`src/rtl/pid_pkg.sv`:
```
//------------------------------------------------------------------------------
// Module  : pid_pkg
// Purpose : Shared widths and the signed saturation helper for the heading PID
//           controller.
// Revision: 1.0  initial release
//------------------------------------------------------------------------------
`default_nettype none

package pid_pkg;

  localparam int ERR_W   = 10;  // saturated heading error
  localparam int DSAT_W  = 7;   // saturated derivative difference
  localparam int TERM_W  = 14;  // P/I/D terms and saturated PID sum
  localparam int PID_W   = 16;  // raw PID accumulation width
  localparam int SPD_W   = 11;  // motor speed outputs
  localparam int INTEG_W = 16;  // integrator register

  // Clamp a signed value into the range of a signed field of 'width' bits.
  // The caller truncates the 32-bit result to the target width.
  function automatic logic signed [31:0] sat_signed(input logic signed [31:0] value,
                                                    input int               width);
    logic signed [31:0] max_v;
    logic signed [31:0] min_v;
    max_v = (32'sd1 <<< (width - 1)) - 32'sd1;
    min_v = -(32'sd1 <<< (width - 1));
    if (value > max_v)
      return max_v;
    else if (value < min_v)
      return min_v;
    else
      return value;
  endfunction

endpackage

`default_nettype wire

```
`src/rtl/pid_integrator.sv`:
```
//------------------------------------------------------------------------------
// Module  : pid_integrator
// Purpose : 16-bit signed error accumulator. Holds its value instead of
//           wrapping on signed overflow; cleared while the robot is stopped.
// Revision: 1.0  initial release
//------------------------------------------------------------------------------
`default_nettype none

module pid_integrator
  import pid_pkg::*;
(
  input  logic                      clk,
  input  logic                      rst,
  input  logic                      i_clr,
  input  logic                      i_en,
  input  logic signed [ERR_W-1:0]   i_err,
  output logic signed [INTEG_W-1:0] o_integ
);

  logic signed [INTEG_W-1:0] r_integ;
  logic signed [INTEG_W-1:0] w_err_ext;
  logic signed [INTEG_W-1:0] w_sum;
  logic                      w_ovf;

  assign w_err_ext = INTEG_W'(i_err);
  assign w_sum     = r_integ + w_err_ext;
  // Overflow: both operands share a sign that the result does not.
  assign w_ovf     = (r_integ[INTEG_W-1] == w_err_ext[INTEG_W-1]) &&
                     (w_sum[INTEG_W-1]   != r_integ[INTEG_W-1]);

  // Accumulate on each accepted sample; stopping clears, overflow holds.
  always_ff @(posedge clk) begin
    if (rst)
      r_integ <= '0;
    else if (i_clr)
      r_integ <= '0;
    else if (i_en && !w_ovf)
      r_integ <= w_sum;
  end

  assign o_integ = r_integ;

endmodule

`default_nettype wire

```
`src/rtl/pid_hdng_ctrl.sv`:
```
//------------------------------------------------------------------------------
// Module  : pid_hdng_ctrl
// Purpose : Heading PID controller. Turns heading error plus commanded forward
//           speed into saturated signed left/right motor speeds for MtrDrv.
//           Define PID_PIPE_EN to add a register stage after the PID sum
//           (output latency 2 instead of 1).
// Revision: 1.0  initial release
//------------------------------------------------------------------------------
`default_nettype none

module pid_hdng_ctrl
  import pid_pkg::*;
#(
  parameter logic signed [3:0] P_COEFF = 4'sh6,
  parameter logic signed [5:0] D_COEFF = 6'sh05
) (
  input  logic                    clk,
  input  logic                    rst,
  input  logic                    moving,
  input  logic                    err_vld,
  input  logic signed [11:0]      dsrd_hdng,
  input  logic signed [11:0]      actl_hdng,
  input  logic        [9:0]       frwrd_spd,
  output logic signed [SPD_W-1:0] lft_spd,
  output logic signed [SPD_W-1:0] rght_spd
);

  logic signed [11:0]         w_err_raw;
  logic signed [ERR_W-1:0]    w_err_sat;
  logic signed [ERR_W:0]      w_d_diff;
  logic signed [DSAT_W-1:0]   w_d_sat;
  logic signed [TERM_W-1:0]   w_p_term;
  logic signed [TERM_W-1:0]   w_i_term;
  logic signed [TERM_W-1:0]   w_d_term;
  logic signed [PID_W-1:0]    w_pid_sum;
  logic signed [TERM_W-1:0]   w_pid_sat;
  logic signed [INTEG_W-1:0]  w_integ;
  logic signed [ERR_W-1:0]    r_prev_err;
  logic                       w_load;

  logic                       w_out_load;
  logic signed [TERM_W-1:0]   w_pid_use;
  logic        [9:0]          w_spd_use;
  logic signed [SPD_W-1:0]    w_corr;
  logic signed [11:0]         w_lft_sum;
  logic signed [11:0]         w_rght_sum;

  assign w_load = err_vld & moving;

  // Heading difference is modular in 12 bits, so wrap-around is free.
  assign w_err_raw = actl_hdng - dsrd_hdng;
  assign w_err_sat = ERR_W'(sat_signed(32'(w_err_raw), ERR_W));

  assign w_p_term  = TERM_W'(32'(w_err_sat) * 32'(P_COEFF));
  assign w_i_term  = TERM_W'($signed(w_integ[INTEG_W-1:4]));

  // Derivative uses the error stored at the previous accepted sample.
  assign w_d_diff  = (ERR_W+1)'(w_err_sat) - (ERR_W+1)'(r_prev_err);
  assign w_d_sat   = DSAT_W'(sat_signed(32'(w_d_diff), DSAT_W));
  assign w_d_term  = TERM_W'(32'(w_d_sat) * 32'(D_COEFF));

  assign w_pid_sum = PID_W'(w_p_term) + PID_W'(w_i_term) + PID_W'(w_d_term);
  assign w_pid_sat = TERM_W'(sat_signed(32'(w_pid_sum), TERM_W));

  pid_integrator u_integ (
    .clk     (clk),
    .rst     (rst),
    .i_clr   (~moving),
    .i_en    (w_load),
    .i_err   (w_err_sat),
    .o_integ (w_integ)
  );

  // Remember the error of each accepted sample for the next derivative.
  always_ff @(posedge clk) begin
    if (rst)
      r_prev_err <= '0;
    else if (w_load)
      r_prev_err <= w_err_sat;
  end

`ifdef PID_PIPE_EN
  logic signed [TERM_W-1:0] r_pid_stg;
  logic        [9:0]        r_spd_stg;
  logic                     r_stg_vld;

  // Extra stage: capture PID sum and speed of an accepted sample.
  always_ff @(posedge clk) begin
    if (rst || !moving) begin
      r_pid_stg <= '0;
      r_spd_stg <= '0;
      r_stg_vld <= 1'b0;
    end else begin
      r_stg_vld <= err_vld;
      if (err_vld) begin
        r_pid_stg <= w_pid_sat;
        r_spd_stg <= frwrd_spd;
      end
    end
  end

  assign w_out_load = r_stg_vld & moving;
  assign w_pid_use  = r_pid_stg;
  assign w_spd_use  = r_spd_stg;
`else
  assign w_out_load = w_load;
  assign w_pid_use  = w_pid_sat;
  assign w_spd_use  = frwrd_spd;
`endif

  assign w_corr     = SPD_W'(w_pid_use >>> 3);
  assign w_lft_sum  = {2'b00, w_spd_use} + 12'(w_corr);
  assign w_rght_sum = {2'b00, w_spd_use} - 12'(w_corr);

  // Output registers: stopping forces zero, otherwise load on a new result.
  always_ff @(posedge clk) begin
    if (rst || !moving) begin
      lft_spd  <= '0;
      rght_spd <= '0;
    end else if (w_out_load) begin
      lft_spd  <= SPD_W'(sat_signed(32'(w_lft_sum), SPD_W));
      rght_spd <= SPD_W'(sat_signed(32'(w_rght_sum), SPD_W));
    end
  end

endmodule

`default_nettype wire

```
`config.mk`:
```
export PLATFORM = sky130hd
export DESIGN_NAME = pid_hdng_ctrl
export DESIGN_NICKNAME = d
export VERILOG_FILES = /design/src/rtl/pid_pkg.sv /design/src/rtl/pid_integrator.sv /design/src/rtl/pid_hdng_ctrl.sv
export SDC_FILE = /design/constraint.sdc
export NUM_CORES = 1
export LEC_CHECK = 0
export ABC_AREA = 1
export BUFFER_PORTS_ARGS = -buffer_cell sky130_fd_sc_hd__buf_2
export CORE_MARGIN = 4
export CORE_UTILIZATION = 55
export DETAILED_ROUTE_END_ITERATION = 10
export PLACE_DENSITY = 0.86
export SLEW_MARGIN = 20
export SYNTH_ARGS = -nofsm -noshare
export SYNTH_HDL_FRONTEND = slang
export SYNTH_SLANG_ARGS = --single-unit
```
`constraint.sdc`:
```
create_clock -name clk -period 25.2 [get_ports clk]
set_input_delay 2.52 -clock clk [delete_from_list [all_inputs] [get_ports clk]]
set_output_delay 2.52 -clock clk [all_outputs]
set_load 0.02 [all_outputs]
```
==> results of run 1 <==
## worst max path at each step
stage,from,to,depth (start not counted)
after detailed placement,dsrd_hdng[0],rght_spd[8],49
after floorplan,actl_hdng[0],lft_spd[2],51
final,dsrd_hdng[0],rght_spd[8],49
after CTS,dsrd_hdng[0],lft_spd[2],51
after global placement,dsrd_hdng[0],lft_spd[1],51
after global routing,dsrd_hdng[6],lft_spd[2],52
## layout by cell type (no fill, tap or decap), types with 2 or more instances in the layout
| cell type | count |
|---|---|
| clkbuf_16 | 5 |
| or2_2 | 7 |
| nand3_1 | 84 |
| o21bai_1 | 8 |
| a21o_1 | 4 |
| dfxtp_1 | 48 |
| nand2_1 | 277 |
| ha_1 | 104 |
| inv_1 | 214 |
| o211ai_1 | 2 |
| a31oi_1 | 3 |
| fa_1 | 31 |
| nand2_2 | 13 |
| o21a_1 | 3 |
| nand2_4 | 3 |
| o21ai_0 | 24 |
| nor2_2 | 3 |
| xor2_1 | 39 |
| xnor2_1 | 14 |
| nor3_1 | 4 |
| buf_2 | 59 |
| nand4_1 | 23 |
| o21ai_2 | 2 |
| a21oi_1 | 82 |
| nand3_2 | 7 |
| nand3b_1 | 2 |
| nor2_1 | 100 |
| a21oi_2 | 5 |
| inv_2 | 9 |
| o21ai_1 | 5 |
## cell type report
class / count / area, sq um
multi-input combinational: 856 / 5474
fill: 1256 / 5225
sequential: 48 / 960.9
inverter: 223 / 837.1
timing repair buffer: 59 / 295.3
tap: 176 / 220.2
clock buffer: 6 / 138.9
clock inverter: 2 / 38.79
## kinds of logic (layout without fill, tap and decap cells)
family / count (synthesis) / count (layout) / synth area share [%]
compound gates: 142 / 142 / 10.87
fa+ha+maj: 135 / 135 / 26.00
xor+xnor: 53 / 53 / 6.281
flops: 48 / 48 / 13.00
buf+inv: 244 / 290 / 12.93
simple gates: 526 / 526 / 30.91
## worst max-delay path: cells and delay by family
| kind | cells | cell delay, ps |
|---|---|---|
| XOR/XNOR | 2 | 410 |
| AO/OA/AOI/OAI | 5 | 1670 |
| buffers and inverters | 8 | 1000 |
| AND/OR/NAND/NOR | 24 | 2790 |
| adder cells (fa/ha/maj) | 10 | 3640 |
## through the flow
| stage | instances | util, % | hold WS, ps | setup slack (ps) | cell area (sq um) |
|---|---|---|---|---|---|
| 3_5_place_dp | 1362 | 59.04 | 464.5 | 13160 | 7787 |
| 6_report | 1370 | 60.39 | 476.1 | 13390 | 7965 |
| 4_1_cts | 1370 | 60.39 | 474.5 | 13460 | 7965 |
| 2_1_floorplan | 1148 | - | 443.3 | 14550 | 7391 |
| 3_3_place_gp | 1362 | 59.04 | 455.1 | 13430 | 7787 |
| 5_1_grt | 1370 | 60.39 | 496.1 | 12480 | 7965 |
## flip-flops by register name, summed over array words and instances, names as in the netlist
signal	count
lft_spd	11
r_prev_err	10
u_integ.o_integ	16
rght_spd	11
## metal layers
metal	track usage [%]	vias to the layer above	routed length (um)	share of wire, %
met5	0	-	0	0
met1	35.56	3218	8733	48
met4	6.502	0	361	2.0
met2	37.92	239	7956	43
li1	-	3706	-	-
met3	3.633	35	1265	6.9
==> summary.md, run 1 <==
| Metric | Value |
|---|---|
| Outcome | finished, final reports clean |
| Drt via density | 5.254 |
| TritonCTS clock tree | built |
| Clk sinks | 48 |
| Die height | 123.9 um |
| Initial antenna violation count | 0 |
| FF-to-FF setup slack | ~17000 ps |
| Final setup fails | 0 |
| Via count | 7198 |
| Critical path fanouts, max | 11 |
| Max-cap violation count | 0 |
| Area Overhead vs Synth | 7.770% |
| IO Pins | 60 |
| Worst r2r path cells | 37 |
| Post-detailed-route count of antenna-violating nets | 0 |
| Post-synth cell types | 40 |
| CP endpoint kind | flip-flop |
| Rel. slew slack | 28.42% |
| Top cell type's share of synthesized area | 17.61% |
| Cell with the most instances after synthesis | nand2_1 |
| Final min period | 11810 ps |
| Total Wirelength | 18320 um |
| Critical R2R Launch | r_prev_err[0] |
| Achievable Freq | 84.67 MHz |
| Largest net degree at the start of global routing | 47 |
| Critical path class | primary input to flip-flop |
| Setup bufs post-CTS | 0 |
| Critical path arrival | 12010 ps |
| HP Class | flip-flop to flip-flop |
| Post-synthesis average cell area | 6.438 sq um |
| Hold Startpoint | lft_spd[1] |
| Most frequent CP cell | nand2_1 |
| Hold Buf Count CTS | 0 |
| Hold EP | lft_spd[1] |
| Final period util | 46.87% |
| GRT Overall Usage | 24.46% |
| Mapped Cells | 1148 |
| Slowest CP cell | a22oi_1 |
| Row cnt | 42 |
| Seq/Total Area, Yosys | 13.00% |
| Vias in the first global route | 6571 |
| Number of flops mapped to enable cells by yosys | 0 |
| Number of buffers added on ports | between 50 and 60 |
| Synth area leader | ha_1 |
| Ant. Diodes | 0 |
| Synth top cells by count | nand2_1 (277), inv_1 (214), ha_1 (104), nor2_1 (100), nand3_1 (84) |
| Post-cts sizing count | 0 |
| Final #Nets | 1366 |
| Worst-Margin Slew | 1071 ps |
| Iter 0 DRT Violations | between 500 and 600 |
| CP max stage delay | about 650 ps |
| Hold Fails Final Rpt | 0 |
| Post-synthesis net count | 1321 |
| H-tree depth | 2 |
| Synth async-reset ratio | 0% |
| Final GP Congestion | 1.034 |
| TritonCTS Buffers | 5 |
| R2r endpoint | rght_spd[8] |
| Drt drc | 0 |
| Final Max Slew Viols | 0 |
| Die Wd | 123.9 um |
| Sum Neg Setup Slack | 0 ps |
| Ratio of cells with drive above 1 in the final layout | 9.966% |
| Primary FF master, synth | dfxtp_1 |
| RSZ-0062 raised after global routing | no |
| Largest cells by area after synthesis | ha_1 (18%), nand2_1 (14%), dfxtp_1 (13%) |
| Maximum clock path buffer count | 2 |
| Ys Warns | 0 |
| Post-Route Skew | 8.958 ps |
| First-pass GRT wire length | slightly above 30000 um |
| Initial Utilization | a little under three fifths |
| CTS Root Cell | clkbuf_16 |
| Grt ovf | 0 |
| Post-Syn Area | 0.007391 sq mm |
| Hold path cells | 2 |
| HPWL Detailed | between 15000 and 20000 um |
| Pre-antenna DRT Iters | 5 |
| WL/cell | 13.37 um |
| Clock Latency Late Sink | 300 ps |
| Core area | 0.01319 sq mm |
| Startpoint types | primary input |
| Clock slew at reported path FFs | 70 ps |
| DIE AREA | 0.01536 sq mm |
| Synth Register Bits | 48 |
| Critical Path RT | 25400 ps |
Power of run 1 is left out: the tool's default activity adds up to more than one toggle a clock period on the data nets, which glitch-free logic cannot reach.
==> run 2: changes to the inputs <==
ABC_AREA = 0   (was 1)
clock period = 12.15 ns   (was 25.2 ns; I/O delays follow)
==> summary.md, run 2 <==
| Metric | Value |
|---|---|
| Critical path fanouts, max | 8 (was 11) |
| Top delay family on crit path | compound AO/OA/AOI/OAI gates (was adder cells) |
| Post-Syn Area | 0.006865 sq mm (was 0.007391 sq mm) |
| Vias in the first global route | 5999 (was 6571) |
| Hold Buf Count CTS | 0 (unchanged) |
| Ys Warns | 0 (unchanged) |
| Hold Fails Final Rpt | 0 (unchanged) |
| Die Wd | 119.7 um (was 123.9 um) |
| Clock Latency Late Sink | 300 ps (about the same) |
| Bufs and invs on worst path | 6 (was 8) |
| Synth top cells by count | inv_1 (113), ha_1 (104), a21oi_1 (71), o21ai_0 (58) (was nand2_1 (277), inv_1 (214), ha_1 (104), nor2_1 (100), nand3_1 (84)) |
| Via count | 6466 (was 7198) |
| Seq/Total Area, Yosys | 14.00% (was 13.00%) |
| Final GP Congestion | 0.9690 (was 1.034) |
| Achievable Freq | 87.45 MHz |
| GRT Overall Usage | 23.57% (was 24.46%) |
| Ratio of cells with drive above 1 in the final layout | 12.98% (was 9.966%) |
| Outcome | finished, final reports clean (unchanged) |
| First-pass GRT wire length | 28230 um (was 30570 um) |
| Area Overhead vs Synth | 11.21% (was 7.770%) |
| Initial antenna violation count | 0 (unchanged) |
| Mapped Cells | 858 (was 1148) |
| IO Pins | 60 (unchanged) |
| Rel. slew slack | 46.81% (was 28.42%) |
| Cell total after placement | 1075 (was 1362) |
| Primary FF master, synth | dfxtp_1 (unchanged) |
| Post-synthesis average cell area | 8.002 sq um (was 6.438 sq um) |
| Post-detailed-route count of antenna-violating nets | 0 (unchanged) |
| Initial Utilization | 56.68% (was 56.03%) |
| Critical path arrival | 11680 ps (was 12010 ps) |
| Iter 0 DRT Violations | 333 (was 550) |
| Most common cell after layout, fill and taps aside | inv_1 (was nand2_1) |
| H-tree depth | 2 (unchanged) |
| Final Max Slew Viols | 0 (unchanged) |
| Fin cells | 1085 (was 1370) |
| Slowest CP cell | fa_1 (was a22oi_1) |
| Post-synth cell types | 78 (was 40) |
| CP max stage delay | 580 ps (was 650 ps) |
| Synth async-reset ratio | 0% (unchanged) |
| Maximum clock path buffer count | 2 (unchanged) |
| WL/cell | 16.12 um (was 13.37 um) |
| Final #Nets | 1089 (was 1366) |
| Drt drc | 0 (unchanged) |
| DIE AREA | 0.01433 sq mm (was 0.01536 sq mm) |
| Core area | 0.01211 sq mm (was 0.01319 sq mm) |
| CTS Root Cell | clkbuf_16 (unchanged) |
| # fillers | 1022 (was 1256) |
| Commonest cells after routing, fill and taps aside | inv_1 (113), ha_1 (104), a21oi_1 (71), buf_2 (59), o21ai_0 (58) (was nand2_1 (277), inv_1 (214), ha_1 (104), nor2_1 (100), nand3_1 (84)) |
| Ant. Diodes | 0 (unchanged) |
| Max reg flops | 16 (unchanged) |
| TritonCTS clock tree | built (unchanged) |
| Largest cells by area after synthesis | ha_1 (19%), dfxtp_1 (14%), fa_1 (9.0%) (was ha_1 (18%), nand2_1 (14%), dfxtp_1 (13%)) |
| Multi-input logic area | 0.005419 sq mm (was 0.005474 sq mm) |
| HP Class | flip-flop to flip-flop (unchanged) |
| Critical path class | primary input to flip-flop (unchanged) |
| Cell with the most instances after synthesis | inv_1 (was nand2_1) |
| Worst-Margin Slew | 797.8 ps (was 1071 ps) |
| Post-Route Skew | 9.795 ps (was 8.958 ps) |
| Number of flops mapped to enable cells by yosys | 0 (unchanged) |
| Largest net degree at the start of global routing | 34 (was 47) |
| Setup WS pre-CTS | 208.0 ps (was 13160 ps) |
| Die height | 119.7 um (was 123.9 um) |
| Post-synthesis net count | 1031 (was 1321) |
| Row cnt | 40 (was 42) |
| Min Hold Slack | 491.3 ps (was 476.1 ps) |
| Final setup fails | 0 (unchanged) |
| Pre-antenna DRT Iters | 7 (was 5) |
| Top cell type's share of synthesized area | 18.95% (was 17.61%) |
| Clock slew at reported path FFs | 70 ps (about the same) |
| HPWL Detailed | 13720 um (was 15090 um) |
| Final min period | ~11000 ps |
| Synth Register Bits | 48 (unchanged) |
| Critical Path RT | 12390 ps (was 25400 ps) |
| TritonCTS Buffers | 5 (unchanged) |
| Register area | 960.9 sq um (unchanged) |
| Startpoint types | primary input (unchanged) |
| Total Wirelength | 17490 um (was 18320 um) |
| Synth area leader | ha_1 (unchanged) |
| Sum Neg Setup Slack | 0 ps (unchanged) |
| Most frequent CP cell | ha_1 (was nand2_1) |
| Number of buffers added on ports | 59 (unchanged) |
| Grt ovf | 0 (unchanged) |
| CP endpoint kind | flip-flop (unchanged) |
| Drt via density | 5.959 (was 5.254) |
| Clk sinks | 48 (unchanged) |
| RSZ-0062 raised after global routing | yes (was no) |
| Setup WS post-layout | 715.0 ps (was 13390 ps) |
| Final period util | a little over nine tenths |
| Max-cap violation count | 0 (unchanged) |
==> run 2: changes by cell type after synthesis, moves of 19 or more <==
cell     previous run  this run
nand4_1            23         4
xnor2_1            14        42
o21a_1              3        23
o21ai_0            24        58
inv_1             214       113
nor2_1            100        55
nand2_1           277        55
xor2_1             39        14
nand3_1            84        16
==> run 2: stage by stage <==
step	instance area [sq um]	util (%)
CTS	7570	62.50
detailed placement	7376	60.90
global route	7635	63.04
finish	7635	63.04
global placement	7376	60.90
floorplan	6865	-
==> run 2: logic make-up (layout without fill, tap and decap cells) <==
family / count (synthesis) / after routing / synth area share, %
AND/OR/NAND/NOR: 207 / 207 / 14.73
flip-flops: 48 / 48 / 14.00
AO/OA/AOI/OAI: 266 / 266 / 27.19
buffers and inverters: 139 / 198 / 7.837
XOR/XNOR: 57 / 57 / 7.381
adder cells (fa/ha/maj): 135 / 135 / 27.99
multiplexers: 6 / 6 / 0.8748
==> run 2: cell type report <==
| type | count | share of cell area [%] |
|---|---|---|
| clock buffers | 5 | 1.639 |
| clock inverters | 3 | 0.9013 |
| inverters | 114 | 5.605 |
| multi-input cells | 671 | 70.98 |
| flip-flops and latches | 48 | 12.59 |
| well taps | 168 | 2.753 |
| repair buffers | 76 | 5.539 |
==> run 2: worst register-to-register path: cells and delay by family, from the launching register on <==
| family | cells | cell delay (ps) |
|---|---|---|
| AND/OR/NAND/NOR | 4 | 1000 |
| adder cells (fa/ha/maj) | 7 | 2740 |
| XOR/XNOR | 1 | 200 |
| flip-flops | 1 | 320 |
| buffers and inverters | 4 | 480 |
| AO/OA/AOI/OAI | 18 | 3760 |
| multiplexers | 1 | 90 |
==> run 2: path summary, 6_finish.rpt <==
kind              slack (ps)            endpoint  cells after the start               start
setup / recovery         720         rght_spd[1]                     46        dsrd_hdng[1]
hold / removal           490  u_integ.o_integ[0]                      2  u_integ.o_integ[0]
setup reg to reg        3530         rght_spd[1]                     35       r_prev_err[0]
hold reg to reg          490  u_integ.o_integ[0]                      2  u_integ.o_integ[0]
==> run 2: per-layer routing <==
metal  GRT usage (%)  part of all wire (%)
met1           33.87                    45
met3           2.592                   7.6
met4           6.371                   2.1
met5               0                     0
met2           37.64                    45
==> run 2: what timing repair did <==
action | 4_1_cts | 5_1_grt
setup buffers | 0 | 2
resized for setup | 0 | 11
endpoints found under the setup margin | 0 | 21
Power of run 2 is left out for the same reason.
